**src/rtl/clarke_xform_pipe_if.sv**
```systemverilog
// Stream bundle for the Clarke stage: abc sample in, alpha/beta out, sat status.
// Latency: n/a (signal bundle only, no logic).
// Backpressure: carries in_valid/in_ready and out_valid/out_ready handshakes.
//
// Ports / signals:
//   in_valid, in_ready, in_mode, a, b, c      - upstream sample handshake and data
//   out_valid, out_ready, alpha, beta, out_sat - downstream result handshake and data
//   sat_sticky, sat_clr                        - saturation status and its clear
// Modports: master = producer/consumer side (bench or neighbour stages),
//           slave  = the transform block itself.
interface clarke_xform_pipe_if #(
    parameter int DW = 16
) ();
    logic                 in_valid;
    logic                 in_ready;
    logic                 in_mode;
    logic signed [DW-1:0] a;
    logic signed [DW-1:0] b;
    logic signed [DW-1:0] c;

    logic                 out_valid;
    logic                 out_ready;
    logic signed [DW-1:0] alpha;
    logic signed [DW-1:0] beta;
    logic                 out_sat;

    logic                 sat_sticky;
    logic                 sat_clr;

    modport master (
        output in_valid, in_mode, a, b, c, out_ready, sat_clr,
        input  in_ready, out_valid, alpha, beta, out_sat, sat_sticky
    );

    modport slave (
        input  in_valid, in_mode, a, b, c, out_ready, sat_clr,
        output in_ready, out_valid, alpha, beta, out_sat, sat_sticky
    );
endinterface

```
**src/rtl/clarke_xform_pipe.sv**
```systemverilog
// Pipelined Clarke (abc -> alpha/beta) transform, 2- or 3-phase per sample, rounded and saturated.
// Latency: 3 cycles input handshake to out_valid; throughput 1 sample/cycle.
// Backpressure: full valid/ready; each stage holds when blocked, bubbles collapse, in_ready low only when S1..S3 all full and S3 stalled.
//
// Ports:
//   clk        - system clock, rising edge
//   rst        - asynchronous reset, active-high
//   bus        - clarke_xform_pipe_if.slave: in_valid/in_ready/in_mode/a/b/c,
//                out_valid/out_ready/alpha/beta/out_sat, sat_sticky/sat_clr
module clarke_xform_pipe #(
    parameter int DW      = 16,
    parameter int CF      = 15,
    parameter int K_ISQ3  = $rtoi((2.0 ** CF) / 1.7320508075688772 + 0.5),
    parameter int K_THIRD = ((1 << CF) + 1) / 3
) (
    input  logic                    clk,
    input  logic                    rst,
    clarke_xform_pipe_if.slave      bus
);

    // Sum width holds 2a - b - c without overflow; product width holds sum * coefficient.
    localparam int SW = DW + 2;
    localparam int PW = DW + CF + 3;

    localparam logic signed [PW-1:0] C_ISQ3  = PW'(K_ISQ3);
    localparam logic signed [PW-1:0] C_THIRD = PW'(K_THIRD);
    localparam logic signed [PW-1:0] C_HALF  = PW'(64'd1 << (CF - 1));

    // Output range limits expressed at product-shifted width for direct comparison.
    localparam logic signed [PW-1:0] R_MAX = {{(PW-DW+1){1'b0}}, {(DW-1){1'b1}}};
    localparam logic signed [PW-1:0] R_MIN = ~R_MAX;

    // ------------------------------------------------------------------
    // Stage handshake chain. Each stage may load when it is empty or when
    // its current content moves on in the same cycle. in_ready is derived
    // only from stage valids and out_ready, never from in_valid.
    // ------------------------------------------------------------------
    logic r1_v;
    logic r2_v;
    logic r3_v;

    logic w_s3_adv;
    logic w_s3_en;
    logic w_s2_adv;
    logic w_s2_en;
    logic w_s1_adv;
    logic w_s1_en;
    logic w_in_xfer;
    logic w_out_xfer;

    assign w_s3_adv   = r3_v & bus.out_ready;
    assign w_s3_en    = ~r3_v | w_s3_adv;
    assign w_s2_adv   = r2_v & w_s3_en;
    assign w_s2_en    = ~r2_v | w_s2_adv;
    assign w_s1_adv   = r1_v & w_s2_en;
    assign w_s1_en    = ~r1_v | w_s1_adv;
    assign w_in_xfer  = bus.in_valid & w_s1_en;
    assign w_out_xfer = w_s3_adv;

    assign bus.in_ready = w_s1_en;

    // ------------------------------------------------------------------
    // S1: phase sums. Both results are pre-scaled so that S2 only needs a
    // single coefficient per channel:
    //   2-phase: alpha = a,            beta = (a + 2b) / sqrt3
    //   3-phase: alpha = (2a-b-c) / 3, beta = (b - c)  / sqrt3
    // ------------------------------------------------------------------
    logic signed [SW-1:0] w_a_x;
    logic signed [SW-1:0] w_b_x;
    logic signed [SW-1:0] w_c_x;
    logic signed [SW-1:0] w_sa;
    logic signed [SW-1:0] w_sb;

    assign w_a_x = {{2{bus.a[DW-1]}}, bus.a};
    assign w_b_x = {{2{bus.b[DW-1]}}, bus.b};
    assign w_c_x = {{2{bus.c[DW-1]}}, bus.c};

    always_comb begin
        w_sa = w_a_x;
        w_sb = w_a_x + (w_b_x <<< 1);
        if (bus.in_mode) begin
            w_sa = (w_a_x <<< 1) - w_b_x - w_c_x;
            w_sb = w_b_x - w_c_x;
        end
    end

    logic                 r1_mode;
    logic signed [SW-1:0] r1_sa;
    logic signed [SW-1:0] r1_sb;

    always_ff @(posedge clk or posedge rst) begin
        if (rst) begin
            r1_v    <= 1'b0;
            r1_mode <= 1'b0;
            r1_sa   <= '0;
            r1_sb   <= '0;
        end else begin
            if (w_s1_en) begin
                r1_v <= w_in_xfer;
            end
            // Data registers only move on a real transfer so that idle-bus
            // values never reach state.
            if (w_in_xfer) begin
                r1_mode <= bus.in_mode;
                r1_sa   <= w_sa;
                r1_sb   <= w_sb;
            end
        end
    end

    // ------------------------------------------------------------------
    // S2: full-precision products. In 2-phase mode alpha is a pure shift so
    // that the round step in S3 returns a exactly.
    // ------------------------------------------------------------------
    logic signed [PW-1:0] w_sa_p;
    logic signed [PW-1:0] w_sb_p;
    logic signed [PW-1:0] w_pa;
    logic signed [PW-1:0] w_pb;

    assign w_sa_p = {{(PW-SW){r1_sa[SW-1]}}, r1_sa};
    assign w_sb_p = {{(PW-SW){r1_sb[SW-1]}}, r1_sb};

    always_comb begin
        w_pa = w_sa_p <<< CF;
        if (r1_mode) begin
            w_pa = w_sa_p * C_THIRD;
        end
        w_pb = w_sb_p * C_ISQ3;
    end

    logic signed [PW-1:0] r2_pa;
    logic signed [PW-1:0] r2_pb;

    always_ff @(posedge clk or posedge rst) begin
        if (rst) begin
            r2_v  <= 1'b0;
            r2_pa <= '0;
            r2_pb <= '0;
        end else begin
            if (w_s2_en) begin
                r2_v <= r1_v;
            end
            if (w_s1_adv) begin
                r2_pa <= w_pa;
                r2_pb <= w_pb;
            end
        end
    end

    // ------------------------------------------------------------------
    // S3: round half up (add half LSB, arithmetic shift = floor), then clamp.
    // Returned word is {saturated, value}.
    // ------------------------------------------------------------------
    function automatic logic [DW:0] round_sat(input logic signed [PW-1:0] p);
        logic signed [PW-1:0] r;
        logic [DW:0]          res;
        r = (p + C_HALF) >>> CF;
        if (r > R_MAX) begin
            res = {1'b1, 1'b0, {(DW-1){1'b1}}};
        end else if (r < R_MIN) begin
            res = {1'b1, 1'b1, {(DW-1){1'b0}}};
        end else begin
            res = {1'b0, r[DW-1:0]};
        end
        round_sat = res;
    endfunction

    logic [DW:0] w_ra;
    logic [DW:0] w_rb;

    assign w_ra = round_sat(r2_pa);
    assign w_rb = round_sat(r2_pb);

    logic signed [DW-1:0] r3_alpha;
    logic signed [DW-1:0] r3_beta;
    logic                 r3_sat;

    always_ff @(posedge clk or posedge rst) begin
        if (rst) begin
            r3_v     <= 1'b0;
            r3_alpha <= '0;
            r3_beta  <= '0;
            r3_sat   <= 1'b0;
        end else begin
            if (w_s3_en) begin
                r3_v <= r2_v;
            end
            // Output data only changes when a new sample lands, so a stalled
            // output stays stable under out_ready=0.
            if (w_s2_adv) begin
                r3_alpha <= w_ra[DW-1:0];
                r3_beta  <= w_rb[DW-1:0];
                r3_sat   <= w_ra[DW] | w_rb[DW];
            end
        end
    end

    assign bus.out_valid = r3_v;
    assign bus.alpha     = r3_alpha;
    assign bus.beta      = r3_beta;
    assign bus.out_sat   = r3_sat;

    // ------------------------------------------------------------------
    // Sticky saturation flag: set by a saturated output handshake, cleared
    // by sat_clr; a set in the same cycle as a clear takes priority.
    // ------------------------------------------------------------------
    logic r_sat_sticky;

    always_ff @(posedge clk or posedge rst) begin
        if (rst) begin
            r_sat_sticky <= 1'b0;
        end else if (w_out_xfer && r3_sat) begin
            r_sat_sticky <= 1'b1;
        end else if (bus.sat_clr) begin
            r_sat_sticky <= 1'b0;
        end
    end

    assign bus.sat_sticky = r_sat_sticky;

endmodule
```
**src/flat_wrapper.sv**
```systemverilog
// flat-port wrapper written by rule: the top's interface ports become plain ports
module clarke_xform_pipe_flat 
#(
    parameter int DW      = 16,
    parameter int CF      = 15,
    parameter int K_ISQ3  = $rtoi((2.0 ** CF) / 1.7320508075688772 + 0.5),
    parameter int K_THIRD = ((1 << CF) + 1) / 3
)
  (clk, rst, bus_in_valid, bus_in_mode, bus_a, bus_b, bus_c, bus_out_ready, bus_sat_clr, bus_in_ready, bus_out_valid, bus_alpha, bus_beta, bus_out_sat, bus_sat_sticky);
  clarke_xform_pipe_if #(.DW(DW)) bus_i ();
  input  logic clk;
  input  logic rst;
  input wire logic [$bits(bus_i.in_valid)-1:0] bus_in_valid;
  input wire logic [$bits(bus_i.in_mode)-1:0] bus_in_mode;
  input wire logic [$bits(bus_i.a)-1:0] bus_a;
  input wire logic [$bits(bus_i.b)-1:0] bus_b;
  input wire logic [$bits(bus_i.c)-1:0] bus_c;
  input wire logic [$bits(bus_i.out_ready)-1:0] bus_out_ready;
  input wire logic [$bits(bus_i.sat_clr)-1:0] bus_sat_clr;
  output wire logic [$bits(bus_i.in_ready)-1:0] bus_in_ready;
  output wire logic [$bits(bus_i.out_valid)-1:0] bus_out_valid;
  output wire logic [$bits(bus_i.alpha)-1:0] bus_alpha;
  output wire logic [$bits(bus_i.beta)-1:0] bus_beta;
  output wire logic [$bits(bus_i.out_sat)-1:0] bus_out_sat;
  output wire logic [$bits(bus_i.sat_sticky)-1:0] bus_sat_sticky;
  assign bus_i.in_valid = bus_in_valid;
  assign bus_i.in_mode = bus_in_mode;
  assign bus_i.a = bus_a;
  assign bus_i.b = bus_b;
  assign bus_i.c = bus_c;
  assign bus_i.out_ready = bus_out_ready;
  assign bus_i.sat_clr = bus_sat_clr;
  assign bus_in_ready = bus_i.in_ready;
  assign bus_out_valid = bus_i.out_valid;
  assign bus_alpha = bus_i.alpha;
  assign bus_beta = bus_i.beta;
  assign bus_out_sat = bus_i.out_sat;
  assign bus_sat_sticky = bus_i.sat_sticky;
  clarke_xform_pipe #(.DW(DW), .CF(CF), .K_ISQ3(K_ISQ3), .K_THIRD(K_THIRD)) u_core (.clk(clk), .rst(rst), .bus(bus_i));
endmodule
```
**config.mk**
```make
export PLATFORM = sky130hd
export DESIGN_NAME = clarke_xform_pipe_flat
export DESIGN_NICKNAME = d
export VERILOG_FILES = /design/src/rtl/clarke_xform_pipe_if.sv /design/src/rtl/clarke_xform_pipe.sv /design/src/flat_wrapper.sv
export SDC_FILE = /design/constraint.sdc
export NUM_CORES = 1
export LEC_CHECK = 0
export CAP_MARGIN = 20
export CORE_MARGIN = 1
export CORE_UTILIZATION = 38
export CTS_BUF_LIST = sky130_fd_sc_hd__clkbuf_8
export CTS_CLUSTER_SIZE = 14
export DETAILED_ROUTE_END_ITERATION = 6
export PLACE_DENSITY_LB_ADDON = 0.3
export SLEW_MARGIN = 20
export SYNTH_ARGS = -nofsm -noshare
export SYNTH_HDL_FRONTEND = slang
export SYNTH_SLANG_ARGS = --single-unit
```
**constraint.sdc**
```tcl
create_clock -name clk -period 16.4 [get_ports clk]
set_input_delay 1.64 -clock clk [delete_from_list [all_inputs] [get_ports clk]]
set_output_delay 1.64 -clock clk [all_outputs]
set_load 0.05 [all_outputs]
```
-- Word-level counts from Yosys, hierarchy flattened
Index checks and enable logic that the tools add are counted.
- register bits: 142
- latch bits: 0
- memory bits (writable): 0
- bits in read-only memories: 0
- memories kept: 0
- $add $sub $neg: 6
- multipliers: 2
- divide/modulo/power cells: 0
- $lt $le $gt $ge: 4
- equality and inequality tests: 0
- shift operators: 0
- mux-type cells: 9
- bitwise operators: 11
- reduce and logical (&&, ||, !) cells: 2
- operators with widths (cell ; count):
    $add 34x16->34 const B ; 2
    $mux 17 ; 4
    $gt 19x16->1 const B ; 2
    $lt 19x16->1 const B ; 2
    $mux 18 ; 2
    $mul 18x16->34 const B ; 1
    $mux 34 ; 1
    $mul 18x15->33 const B ; 1
    $add 16x17->18 ; 1
    $sub 17x16->18 ; 1
    $sub 18x16->18 ; 1
    $sub 16x16->17 ; 1
    $and 1x1->1 ; 4
    $or 1x1->1 ; 4
    $not 1->1 ; 3
    $mux 1 ; 2
    $reduce_bool 2->1 ; 1
    $logic_and 1x1->1 ; 1

-- Logic depth before layout (Yosys ltp)
Gate-level depths: netlist (run 1).
- depth in word-level cells: 7
- gate-level depth with buffers: 23

-- Worst setup path before layout (run 1)
OpenSTA, ideal clock, no wires.
- path type: reg2reg
- from: register u_core.r1_sb[17]
- to: register u_core.r2_pb[33]
- setup time: 129 ps
- data arrival time: 5607 ps
- path slack: 10664 ps
- stages on the path, launching flop included: 22
- buffers on the path: 0
- period minus slack after synthesis: 5736 ps
- cells stage by stage: dfrtp_1 -> ha_1 -> inv_1 -> ha_1 -> inv_1 -> fa_1 -> fa_1 -> inv_1 -> fa_1 -> inv_1 -> fa_1 -> inv_1 -> ha_1 -> a21o_1 -> a21o_1 -> a21oi_1 -> a21boi_1 -> o41a_1 -> a22o_1 -> a311oi_1 -> xnor2_1 -> o21ai_1
- longest elaborated chain between the ends: 1
- RTL lines (element ; RTL line ; RTL):
    start: declaration ; clarke_xform_pipe.sv:89 ; logic signed [SW-1:0] r1_sb;
    start signal: assignment ; clarke_xform_pipe.sv:106 ; r1_sb <= w_sb;
    $mul 18x16->34 ; clarke_xform_pipe.sv:128 ; w_pb = w_sb_p * C_ISQ3;
    end signal: assignment ; clarke_xform_pipe.sv:145 ; r2_pb <= w_pb;
    end: declaration ; clarke_xform_pipe.sv:132 ; logic signed [PW-1:0] r2_pb;
Every way passes these cells.
A chain may end at the register's enable or synchronous reset.

-- Final worst setup path (run 1)
- from: register u_core.r1_sa[17]
- to: register u_core.r2_pa[31]
- longest elaborated chain between the ends: 2
- RTL lines (element ; RTL line ; RTL):
    start: declaration ; clarke_xform_pipe.sv:88 ; logic signed [SW-1:0] r1_sa;
    start signal: assignment ; clarke_xform_pipe.sv:105 ; r1_sa <= w_sa;
    $mul 18x15->33 ; clarke_xform_pipe.sv:126 ; w_pa = w_sa_p * C_THIRD;
    $mux 34 ; clarke_xform_pipe.sv:125 ; if (r1_mode) begin
    end signal: assignment ; clarke_xform_pipe.sv:144 ; r2_pa <= w_pa;
    end: declaration ; clarke_xform_pipe.sv:131 ; logic signed [PW-1:0] r2_pa;
Every way passes these cells.

==> flow_summary.ini, run 1 <==
[synth]
synth_top_area_share_pct = 24.4
syn-mean-instance-area_sq_um = 9.27
synth.distinct_cells = 68
ys_ff_latch = 112
syn_area_sq_um = 18900
ys_warn_count = 0
synth_top_area_cell = fa_1
seq_area_frac_synth_pct = 14.9
syn_nets = 2648
synth_edf_count = 0
synth_flop_cell = dfrtp_1
synthTopCellsByArea = fa_1 24%, ha_1 22%, dfrtp_1 15%
synth_cells = 2036
synthArstFlopShare_pct = 100

[place]
numPortBuffers = 89
dp_hpwl_um = 37800
gp_routability_congestion = 0.934

[floorplanning]
start_util_pct = 38.5
die_w_um = 225
pin_count = 90
die-area_sq_um = 50500
fp-row-count = 81
fp.dieH_um = 225
coreArea_sq_um = 49000

[global_routing]
grt_usage_pct = 18.4
grt_pass1_vias = 14041
grt_pass1_wl_um = 73600
overflow = 0
grt_max_degree = 80
grt_antenna_before_repair = 2

[critical_path]
crit_chain = ha_1, fa_1, inv_1, fa_1, fa_1, fa_1, inv_1, fa_1, inv_1, ha_1, a21o_1, a211oi_1, nand3_1, nor3_1, nor4_1, o2111ai_1, a21boi_0, mux2i_1, o311ai_0
cp-start-kind = flip-flop
cp_common_cell = fa_1
crit_buf_inv = 3
critPathMaxStageDelay_ns = 0.84
crit_slowest_cell = dfrtp_1
critPathKind = flip-flop to flip-flop
path_delay_family = adder cells
worstSetupEndpointType = flip-flop
cp.arrival_ns = 6.89
crit_path_max_fanout = 18
crit_required_ns = 16.65

[flow_run]
maxCapViolCount = 0

[clock_tree]
clockBufferDepth = 2
clkSinkCount = 112
clk_pin_slew_ns = 0.12
htreeDepth = 3
tritoncts = built
cts_resized = 0
clock-root-buffer = clkbuf_8
postCtsSetupBuffers = 0
cts_made_buffers = 9
cts_hold_buf = 0
clkLatencyLatePin_ns = 0.42

[cells_and_area]
area_growth_pct = 9.78
nets = 2715
seq_area_sq_um = 2800
drive_above_1_share_pct = 2.13
multi_input_area_sq_um = 14200
fillers = 4828

[detailed_routing]
drtIter0Drc = 602
avgViaCountPerCell = 4.91
drc = 0
ant_nets = 0
wirelength_um = 44600
avgRoutedWirePerCell_um = 16.1
drt_first_pass_iters = 5
vias = 13613

[timing]
fin_crit_sh_pct = 40.5
fmax_mhz = 151
holdWs_ns = 0.497
rsz0062_at_grt = false
hold_viol = 0
worst_pin_slew_ns = 1.09
relSlewSlack_pct = 27.3
slew_viol_final = 0
fin_worst_skew_ns = 0.0182
finalSetupViolations = 0
fin_setup_tns_ns = 0
layout_min_cycle_time_ns = 6.64

[min_path]
min_path_type = flip-flop to flip-flop

[status]
status = finished, final reports clean
## worst reg2reg max path: stages (launching register included)
cell and delay, ns:
dfrtp_1 0.84, ha_1 0.41, fa_1 0.37, inv_1 0.08, fa_1 0.44, fa_1 0.40
fa_1 0.52, inv_1 0.07, fa_1 0.51, inv_1 0.04, ha_1 0.34, a21o_1 0.21
a211oi_1 0.44, nand3_1 0.14, nor3_1 0.54, nor4_1 0.23, o2111ai_1 0.39, a21boi_0 0.19
mux2i_1 0.16, o311ai_0 0.15
## logic make-up after synthesis
family	count (synthesis)	share of synthesized area, %
AO/OA/AOI/OAI	341	11.8
XOR/XNOR	131	6.08
adder cells (fa/ha/maj)	558	46.2
buffers and inverters	503	10.1
flip-flops	112	14.9
multiplexers	37	1.98
AND/OR/NAND/NOR	354	9.08
## synth_stat cells (all sizes together) (3+ instances only)
cell type	instances
o41ai	4
o31a	4
a211oi	12
o21bai	9
fa	230
nor2b	14
xor2	77
a31oi	8
nor2	79
a21oi	67
o21a	19
nand2	120
and2	13
and3	21
o311ai	3
a221oi	4
and4	4
o21ai	99
dfrtp	112
o31ai	9
or3	9
a21boi	4
mux2	3
buf	8
a31o	4
nor3	20
mux2i	34
inv	464
nand3	33
nor3b	12
xnor2	54
o211ai	23
nand2b	10
clkbuf	31
a21o	36
or2	7
nand4	8
o22a	15
ha	328
## path summary, 6_finish.rpt
kind / startpoint / to / slack, ns / cells after the start
max reg2reg: u_core.r1_sa[17] / u_core.r2_pa[31] / 9.76 / 19
min in group asynchronous: rst / u_core.bus.beta[3] / 1.62 / 2
max in group asynchronous: rst / u_core.r1_sb[10] / 13.42 / 3
min reg2reg: u_core.bus.alpha[15] / u_core.bus.alpha[15] / 0.50 / 2
max: u_core.r1_sa[17] / u_core.r2_pa[31] / 9.76 / 19
min: u_core.bus.alpha[15] / u_core.bus.alpha[15] / 0.50 / 2
## layout make-up
cell class                      count  share of cell area, %
Tap cell                          664                   4.01
Clock inverter                      7                  0.495
Multi-Input combinational cell   1421                   68.4
Clock buffer                        9                  0.598
Antenna cell                        2                 0.0242
Timing Repair Buffer               95                   4.51
Sequential cell                   112                   13.5
Inverter                          464                   8.42
## cell usage in the layout (no fill, tap or decap), drive strengths merged, types with 54 or more instances in the layout
master | synthesis | routed
ha | 328 | 328
xnor2 | 54 | 54
fa | 230 | 230
a21oi | 67 | 67
nor2 | 79 | 79
dfrtp | 112 | 112
o21ai | 99 | 99
xor2 | 77 | 77
clkdlybuf4s50 | 0 | 88
nand2 | 120 | 120
inv | 464 | 469
## flip-flops by register name, indices dropped and copies added (netlist names)
name                   cells
u_core.r2_pb              20
u_core.r2_pa              19
u_core.r1_sa              18
u_core.r1_sb              17
u_core.bus.alpha          16
u_core.bus.beta           16
u_core.bus.out_sat         1
u_core.bus.out_valid       1
u_core.bus.sat_sticky      1
u_core.r1_mode             1
u_core.r1_v                1
u_core.r2_v                1
## metal layers
metal  vias up  track usage, %  part of all wire [%]
met3        22            2.42                   3.7
met1      6658            27.4                    52
met4         0            2.28                  0.70
met2       215            28.9                    44
li1       6718               -                     -
met5         -               0                     0
## stage by stage
step	util [%]	std cells	worst slack (ns)	area (sq um)
2_1_floorplan	-	2036	10.66	18900
3_3_place_gp	41.8	2756	9.86	20500
4_1_cts	42.3	2772	9.85	20700
5_1_grt	42.3	2772	9.39	20700
3_5_place_dp	41.8	2756	9.89	20500
6_report	42.3	2774	9.76	20700
Power of run 1 is not shown: default switching activity piles up to over one toggle a cycle in this logic, so the estimate is an artifact.
==> run 2, diff against run 1 <==
clock period = 5.5 ns   (was 16.4 ns; I/O delays follow)
==> run 2 against run 1 <==
  * Cell area is 11% higher
  * Via count is 5.1% higher
  * Non-clock buffer count rose by 169
  * Core utilization increased by 4.7 points
  * Critical path depth rose by 2
  * Worst hold slack worse by 0.0049 ns
  * Register-to-register slack lost 9.7 ns
  * Wire length rose by 5.1%
  * Sequential share of layout area shrank 1.2 points
  * Critical endpoint is now u_core.r2_pa[26]
==> flow_summary.ini, run 2 (synthesis gave the netlist of run 1 again) <==
[detailed_routing]
wirelength_um = 46800
avgRoutedWirePerCell_um = 15.9
drt_first_pass_iters = 5
avgViaCountPerCell = 4.86
drtIter0Drc = 659
ant_nets = 0
drc = 0
vias = 14306

[global_routing]
grt_antenna_before_repair = 2
grt_pass1_wl_um = 76600
overflow = 0
grt_pass1_vias = 14971
grt_usage_pct = 19.1
grt_max_degree = 80

[critical_path]
crit_end = u_core.r2_pa[26]
reg2reg_to = u_core.r2_pa[26]
critPathKind = flip-flop to flip-flop
cp.depth = 21
rr_startpoint = u_core.r1_sa[16]
worstSetupEndpointType = flip-flop
crit_buf_inv = 6
crit_path_max_fanout = 5
crit_slowest_cell = fa_2
crit_chain = inv_1, ha_1, fa_2, inv_2, fa_1, fa_2, fa_1, inv_1, fa_1, inv_1, ha_4, a21oi_1, nand3_1, nor3_2, buf_4, o311ai_0, buf_4, a21oi_1, xnor2_1, mux2i_1, o21ai_1
r2r_cells = 21
cp-start-kind = flip-flop
critPathMaxStageDelay_ns = 0.55
crit_required_ns = 5.85
cp.arrival_ns = 5.84
crit_start = u_core.r1_sa[16]
r2r_slack_ns = 0.01
path_delay_family = adder cells

[place]
placed_cell_area_sq_um = 21500
numPortBuffers = 89
dp_hpwl_um = 40100
gp_routability_congestion = 0.952
pre_cts_ws_ns = -0.272

[cells_and_area]
multi_input_area_sq_um = 15100
drive_above_1_share_pct = 15.7
seq_area_sq_um = 2830
final_cell_area_sq_um = 23000
diodes = 0
mostFrequentLayoutCells = 445 x inv_1, 279 x ha_1, 223 x fa_1
top_regs = u_core.r2_pb (20), u_core.r2_pa (19), u_core.r1_sa (18)
largest_reg_flops = 20
nets = 2884
regMostFlops = u_core.r2_pb
fillers = 4634
area_growth_pct = 21.9
final_common_cell = inv_1

[status]
status = finished, final reports clean

[timing]
slew_viol_final = 0
hold_viol = 0
layout_min_cycle_time_ns = 5.49
relSlewSlack_pct = 27.7
finalSetupViolations = 0
fin_crit_sh_pct = 99.7
holdWs_ns = 0.492
rsz0062_at_grt = true
fin_setup_tns_ns = 0
worst_slack_ns = 0.0138
fin_worst_skew_ns = 0.0218
fmax_mhz = 182
worst_pin_slew_ns = 1.08

[clock_tree]
tritoncts = built
cts_hold_buf = 0
clkLatencyLatePin_ns = 0.43
cts_made_buffers = 9
clkSinkCount = 112
clk_pin_slew_ns = 0.12
htreeDepth = 3
clockBufferDepth = 2
clock-root-buffer = clkbuf_8

[floorplanning]
start_util_pct = 38.5
pin_count = 90
die_w_um = 225
fp-row-count = 81
coreArea_sq_um = 49000
fp.dieH_um = 225
die-area_sq_um = 50500

[min_path]
min_path_type = flip-flop to flip-flop

[flow_run]
maxCapViolCount = 0
[run 2: how the worst min path moves through the flow]
stage | from | endpoint | slack [ns] | cells past startpoint
global placement | u_core.bus.beta[15] | u_core.bus.beta[15] | 0.47 | 2
CTS | u_core.bus.alpha[0] | u_core.bus.alpha[0] | 0.50 | 2
finish | u_core.bus.alpha[0] | u_core.bus.alpha[0] | 0.49 | 2
detailed placement | u_core.bus.alpha[0] | u_core.bus.alpha[0] | 0.47 | 2
global route | u_core.bus.alpha[3] | u_core.bus.alpha[3] | 0.52 | 1
floorplan | u_core.r2_pa[15] | u_core.r2_pa[15] | 0.47 | 2
[run 2: stage by stage]
stage,util (%),cells
after floorplan,-,2036
after global placement,44.0,2896
after detailed placement,44.0,2896
after CTS,45.7,2928
after global routing,47.0,2941
final,47.0,2941
[run 2: final cells by class]
| type | count | area share, % |
|---|---|---|
| clock buffers | 10 | 0.599 |
| clock inverters | 6 | 0.305 |
| inverters | 464 | 7.59 |
| multi-input cells | 1421 | 65.7 |
| flip-flops and latches | 112 | 12.3 |
| well taps | 664 | 3.61 |
| repair buffers | 264 | 9.89 |
[run 2: tightest hold or removal path, cell delays in order (launching register included)]
cell     delay (ns)
dfrtp_1        0.36
nand2_1        0.05
o31ai_1        0.05
[run 2: repair_timing]
action	4_1_cts	5_1_grt
endpoints found under the setup margin	29	34
gates resized for setup	77	105
pin swaps	35	117
buffers inserted	17	15
gates cloned	0	0
[run 2: layer usage]
layer / GRT usage, % / wire length [um]
met2: 30.2 / 20800
met3: 2.52 / 2070
met4: 5.07 / 1090
met5: 0 / 9
met1: 27.3 / 22900
Power of run 2 is left out for the same reason.
==> run 3, diff against run 2 <==
SETUP_SLACK_MARGIN = 0.05   (was unset)
==> run 3 against run 2 <==
  * The run now ends with negative setup slack left
  * First-iteration DRC count down 8.8%
  * Count of clock-buffer cells in the layout down 1
  * Non-clock buffer count up 4
==> flow_summary.ini, run 3 (synthesis gave the netlist of run 1 again) <==
[status]
status = finished with violations
violations = negative setup slack

[place]
numPortBuffers = 89
gp_routability_congestion = 0.948
dp_hpwl_um = 40300

[cells_and_area]
fillers = 4698
nets = 2888
largest_reg_flops = 20
top_regs = u_core.r2_pb (20), u_core.r2_pa (19), u_core.r1_sa (18)
final_common_cell = inv_1
area_growth_pct = 21.3
drive_above_1_share_pct = 15.5
regMostFlops = u_core.r2_pb
mostFrequentLayoutCells = 441 x inv_1, 286 x ha_1, 224 x fa_1

[timing]
finalSetupViolations = 2
worst_pin_slew_ns = 0.910
layout_min_cycle_time_ns = 5.53
fmax_mhz = 181
hold_viol = 0
fin_worst_skew_ns = 0.0158
rsz0062_at_grt = true
fin_crit_sh_pct = 101
slew_viol_final = 0
relSlewSlack_pct = 39.4
holdWs_ns = 0.504
worst_slack_ns = -0.0281

[critical_path]
crit_buf_inv = 6
crit_start = u_core.r1_sa[9]
path_delay_family = adder cells
r2r_slack_ns = -0.03
cp.arrival_ns = 5.86
crit_path_max_fanout = 4
reg2reg_to = u_core.r2_pa[29]
critPathKind = flip-flop to flip-flop
crit_chain = buf_6, ha_4, inv_2, fa_1, inv_2, fa_1, fa_2, fa_1, inv_2, fa_1, inv_2, ha_4, o211ai_1, a21oi_2, o21ai_2, o2bb2ai_4, nor4_4, buf_4, o21a_1, o22a_1, mux2i_1, nand2_1
rr_startpoint = u_core.r1_sa[9]
cp-start-kind = flip-flop
worstSetupEndpointType = flip-flop
r2r_cells = 22
critPathMaxStageDelay_ns = 0.54
crit_slowest_cell = fa_1
crit_required_ns = 5.83

[detailed_routing]
drc = 0
avgViaCountPerCell = 4.89
drt_first_pass_iters = 5
avgRoutedWirePerCell_um = 16.1
drtIter0Drc = 601
ant_nets = 0
vias = 14409
wirelength_um = 47400

[floorplanning]
start_util_pct = 38.5
die-area_sq_um = 50500
fp-row-count = 81
pin_count = 90
die_w_um = 225
coreArea_sq_um = 49000
fp.dieH_um = 225

[global_routing]
grt_usage_pct = 19.2
grt_max_degree = 76
grt_pass1_vias = 15036
overflow = 0
grt_antenna_before_repair = 2
grt_pass1_wl_um = 77100

[clock_tree]
clockBufferDepth = 2
htreeDepth = 3
clock-root-buffer = clkbuf_8
clkSinkCount = 112
clkLatencyLatePin_ns = 0.43
cts_hold_buf = 0
cts_made_buffers = 9
tritoncts = built
clk_pin_slew_ns = 0.12

[min_path]
min-delay-start = u_core.bus.alpha[12]
min_path_type = flip-flop to flip-flop
min_to = u_core.bus.alpha[12]
hold_path_depth = 1

[flow_run]
maxCapViolCount = 0
[run 3: routing by layer]
layer  share of wire [%]  track usage [%]  vias up  routed length [um]
met2                  46             30.8      270               21600
met3                 4.4             2.70       41                2080
met1                  49             27.7     7032               23000
met4                 1.4             3.69        0                 668
li1                    -                -     7066                   -
met5                   0                0        -                   0
[run 3: worst max path at each step]
stage                     cells past startpoint  slack [ns]               end
after floorplan                              21        0.04  u_core.r2_pb[33]
after global placement                       21       -0.27  u_core.r2_pa[32]
after detailed placement                     19       -0.30  u_core.r2_pb[29]
after CTS                                    21      0.0004  u_core.r2_pa[32]
after global routing                         22       -0.25  u_core.r2_pa[29]
final                                        22       -0.03  u_core.r2_pa[29]
[run 3: repair_timing]
item | 4_1_cts | 5_1_grt
pin swaps | 60 | 113
gates resized for setup | 62 | 110
endpoints found under the setup margin | 28 | 33
endpoints found under the hold margin | 0 | 0
buffers inserted | 17 | 19
[run 3: metrics by stage]
| step | setup WS, ns | cell area (sq um) | util, % | cells | setup TNS (ns) |
|---|---|---|---|---|---|
| 3_3_place_gp | -0.273 | 21500 | 44.0 | 2893 | -2.05 |
| 2_1_floorplan | 0.0391 | 18900 | - | 2036 | 0 |
| 3_5_place_dp | -0.297 | 21500 | 44.0 | 2893 | -3.24 |
| 5_1_grt | -0.253 | 22900 | 46.8 | 2945 | -1.77 |
| 4_1_cts | 0.000446 | 22200 | 45.4 | 2926 | 0 |
| 6_report | -0.0281 | 22900 | 46.8 | 2947 | -0.0309 |
[run 3: area by class of cell]
type | instances | area (sq um) | share of cell area (%)
multi-input cells | 1421 | 15000 | 65.6
flip-flops and latches | 112 | 2830 | 12.3
repair buffers | 268 | 2280 | 9.94
inverters | 464 | 1740 | 7.62
well taps | 664 | 831 | 3.63
clock buffers | 9 | 124 | 0.541
clock inverters | 7 | 66.3 | 0.290
diodes | 2 | 5.00 | 0.0219
Power of run 3 is left out for the same reason.
